## config.mk

```make
export PLATFORM = sky130hd
export DESIGN_NAME = counter_n_en
export DESIGN_NICKNAME = d
export VERILOG_FILES = /design/src/rtl/counter_n_en_pkg.sv /design/src/rtl/counter_n_en.sv
export SDC_FILE = /design/constraint.sdc
export NUM_CORES = 1
export LEC_CHECK = 0
export ABC_AREA = 1
export BUFFER_PORTS_ARGS = -buffer_cell sky130_fd_sc_hd__buf_2
export CAP_MARGIN = 40
export CORE_AREA = 2 2 39 41
export CTS_CLUSTER_SIZE = 8
export DETAILED_ROUTE_END_ITERATION = 16
export DIE_AREA = 0 0 41 43
export GPL_TIMING_DRIVEN = 0
export PLACE_DENSITY = 0.39
export SLEW_MARGIN = 20
export SYNTH_ARGS = -nofsm -noshare
export SYNTH_HDL_FRONTEND = slang
export SYNTH_SLANG_ARGS = --single-unit
```

## constraint.sdc

```tcl
create_clock -name clk -period 1.15 [get_ports clk]
set_input_delay 0.1725 -clock clk [delete_from_list [all_inputs] [get_ports clk]]
set_output_delay 0.1725 -clock clk [all_outputs]
set_load 0.005 [all_outputs]
```

## src/rtl/counter_n_en_pkg.sv

```systemverilog
// rtl/counter_n_en_pkg.sv - shared helpers for the modulo-N enabled counter
package counter_n_en_pkg;

  // True when ulimit is a usable modulus for a counter of the given width.
  function automatic bit ulimit_legal(input int ulimit, input int width);
    longint span;
    span = longint'(1) << width;
    return (ulimit >= 2) && (longint'(ulimit) <= span);
  endfunction

endpackage

```

## src/rtl/counter_n_en.sv

```systemverilog
// rtl/counter_n_en.sv - modulo-ULIMIT up-counter with enable, sync clear and terminal count
module counter_n_en
  import counter_n_en_pkg::*;
#(
  parameter int ULIMIT = 10,
  parameter int WIDTH  = 4
) (
  input  logic             clk,
  input  logic             i_rst_n,
  input  logic             i_sclr,
  input  logic             i_en,
  output logic [WIDTH-1:0] o_cnt,
  output logic             o_tc
);

  // Stop elaboration on a modulus the count register cannot represent.
  if (!ulimit_legal(ULIMIT, WIDTH)) begin : g_bad_ulimit
    $fatal(1, "counter_n_en: ULIMIT=%0d illegal for WIDTH=%0d (need 2..2^WIDTH)", ULIMIT, WIDTH);
  end

  localparam logic [WIDTH-1:0] LAST = WIDTH'(ULIMIT - 1);

  logic [WIDTH-1:0] cnt;

  // Count register: clear beats enable; >= LAST also folds upset states back to 0.
  always_ff @(posedge clk or negedge i_rst_n) begin
    if (!i_rst_n) begin
      cnt <= '0;
    end else if (i_sclr) begin
      cnt <= '0;
    end else if (i_en) begin
      if (cnt >= LAST) begin
        cnt <= '0;
      end else begin
        cnt <= cnt + WIDTH'(1);
      end
    end
  end

  assign o_cnt = cnt;

  // Terminal count ignores i_sclr so a cascaded parent sees the carry it expects.
  always_comb begin
    o_tc = i_en && (cnt == LAST);
  end

endmodule

```

==> impl_results.md <==
* Cells on Worst Hold Path at 3
* Layout cells sized above 1 at 0.500
* WL/cell at 10.3 µm
* Die area at 1760 µm²
* DIE WIDTH at 41 µm
* Worst Hold Class: primary input to register
* CORE AREA at 1380 µm²
* I/O pin count at 9
* Worst Hold Path EP: o_cnt[0]$_DFFE_PN0P_
* Number of setup violations in the final report at 5
* Startpoint Class: register
* Drc violations at 0
* Most frequent cells in the layout: nand2_1 (9), buf_2 (8), buf_4 (5)
* Ant diodes at 0
* Top routing layer in use: met3
* Failing checks: negative setup slack
* Mapped cell area at 278 µm²
* Worst-Margin Slew at 215 ps
* CTS tree: built
* Port bufs at 8
* Fmax at 0.811 GHz
* Syn Inst Count at 37
* RSZ-0062 raised after global routing: true
* Largest register FFs at 4
* Final Power at 421 µW
* Relative slew slack at 0.857
* Met2 WL at 430 µm
* Setup tns final at -200 ps
* Utilization after layout at 0.325
* Register area share after synthesis at 0.360
* Yosys Warn Count at 0
* Minimum clock period at 1230 ps
* Critical hold path startpoint: i_en
* DRT antenna net count at 0
* Final hold violation count at 0
* Nets at 63
* H-Tree Depth at 1
* Yosys reg bits at 4
* CTS Root Cell: clkbuf_4
* Pleak at 0.238 nW
* Max IR drop VDD at 0.336 mV
* Post-Route WL at 720 µm
* First-pass GRT wire length at 1.10 mm
* Vias in the first global route at 272
* Worst Setup End Kind: primary output
* Placer Congestion at 0.683
* Initial DRC count at 2
* Placed insts at 61
* Final worst setup slack at -82.6 ps
* Slew Limit Fails at 0
* Largest net degree at the start of global routing at 6
* Starting density of the core at 0.201
* Clock slew at reported path FFs at 40 ps
* Area growth syn-to-layout at 62.2%
* Detailed-route via count at 294
* Syn Area/Cell at 7.51 µm²
* Site Rows at 14
* RR Endpoint: o_cnt[1]$_DFFE_PN0P_
* Grt ovf at 0
* Clock sinks at 4
* Die height at 43 µm
* Reg2reg path depth at 7
* Number of CTS-inserted buffers at 3
* Pwr/cell area at 934 nW/µm²
* Clock buffer depth at 2
* Post-Synthesis Net Count at 44
* WL met3 at 14 µm
* Via-to-Cell Ratio at 4.20
* Status: finished with violations
* Worst EP arrival at 1060 ps
* Clk_lat worst skew at 230 ps
* Crit Path Class: register to primary output
* Max Cap Viol at 0
* Crit-path max FO at 2
* Period Utilization, post-route at 1.07
* Total Routing Usage GR at 0.0968
* Commonest non-fill, non-tap cell in the layout: nand2_1
* Post-synthesis cell type count at 11
* Post-DP HPWL at 482 µm
* M1 WL at 274 µm
* Reg-to-Reg Start: o_cnt[0]$_DFFE_PN0P_
* Clock Skews at 0.977 ps
* Initial antenna violation count at 0
* Critical Path RT at 980 ps
* Iteration count of the initial detailed-routing pass at 3
* Reg2reg setup slack at -40 ps
* Fin cells at 70
==> repair_timing <==
| item | 4_1_cts | 5_1_grt |
|---|---|---|
| hold endpoints to repair | 4 | 0 |
| endpoints found under the setup margin | 5 | 5 |
| buffers inserted | 5 | 0 |
| hold buffers | 1 | 0 |
| gates resized for setup | 5 | 6 |
| pin swaps | 2 | 3 |
==> synthesized netlist by cell type <==
library cell / instances / share of area
nand4_1: 2 / 0.045
nand2_1: 11 / 0.15
inv_2: 1 / 0.014
nor2_1: 5 / 0.068
o21bai_1: 1 / 0.027
ha_1: 3 / 0.14
dfrtp_1: 4 / 0.36
nor2_4: 1 / 0.041
nand3_1: 3 / 0.054
inv_1: 5 / 0.068
o21bai_2: 1 / 0.041
==> final cells by class <==
| cell class | instances | area, µm² |
|---|---|---|
| Tap cell | 16 | 20.0 |
| Fill cell | 165 | 933 |
| Inverter | 6 | 22.5 |
| Timing Repair Buffer | 14 | 87.6 |
| Sequential cell | 4 | 101 |
| Multi-Input combinational cell | 27 | 196 |
| Clock buffer | 3 | 22.5 |
==> worst max-delay path by stage <==
stage | to | slack [ps] | startpoint | cells after the start
after floorplan | o_cnt[2]$_DFFE_PN0P_ | 40 | o_cnt[1]$_DFFE_PN0P_ | 7
after global placement | o_cnt[3]$_DFFE_PN0P_ | -120 | o_cnt[0]$_DFFE_PN0P_ | 6
after detailed placement | o_cnt[2]$_DFFE_PN0P_ | -110 | o_cnt[0]$_DFFE_PN0P_ | 6
after CTS | o_tc | -120 | o_cnt[1]$_DFFE_PN0P_ | 5
after global routing | o_tc | -150 | o_cnt[1]$_DFFE_PN0P_ | 5
final | o_tc | -80 | o_cnt[1]$_DFFE_PN0P_ | 5
==> power by group <==
group	leakage, nW	internal [mW]	switching (mW)
combinational	0.171	0.0495	0.0478
sequential	0.0531	0.149	0.00857
clock	0.0138	0.116	0.0500
total	0.238	0.314	0.106
==> metrics by stage <==
step	hold WS, ps	instance area, µm²	setup slack [ps]
floorplan	-123	278	44.0
global placement	-18.6	338	-122
detailed placement	-17.9	338	-109
CTS	247	427	-123
global route	256	450	-149
finish	247	450	-82.6
==> worst max-delay path, stage by stage (launching register included) <==
cell,delay (ps)
dfrtp_1,380
inv_2,80
ha_4,130
nand3_2,50
nor2_1,80
buf_2,110
==> cells by family after synthesis <==
family                   count (synthesis)  share of synthesized area
buffers and inverters                    6                     0.0811
flip-flops                               4                      0.360
AND/OR/NAND/NOR                         22                      0.356
adder cells (fa/ha/maj)                  3                      0.135
AO/OA/AOI/OAI                            2                     0.0676
==> layer usage <==
layer | vias up | global-route usage
met2 | 4 | 0.166
met5 | - | 0
met4 | 0 | 0.0600
li1 | 151 | -
met1 | 139 | 0.0912
met3 | 0 | 0.0314
(Power assumes the default switching activity.)
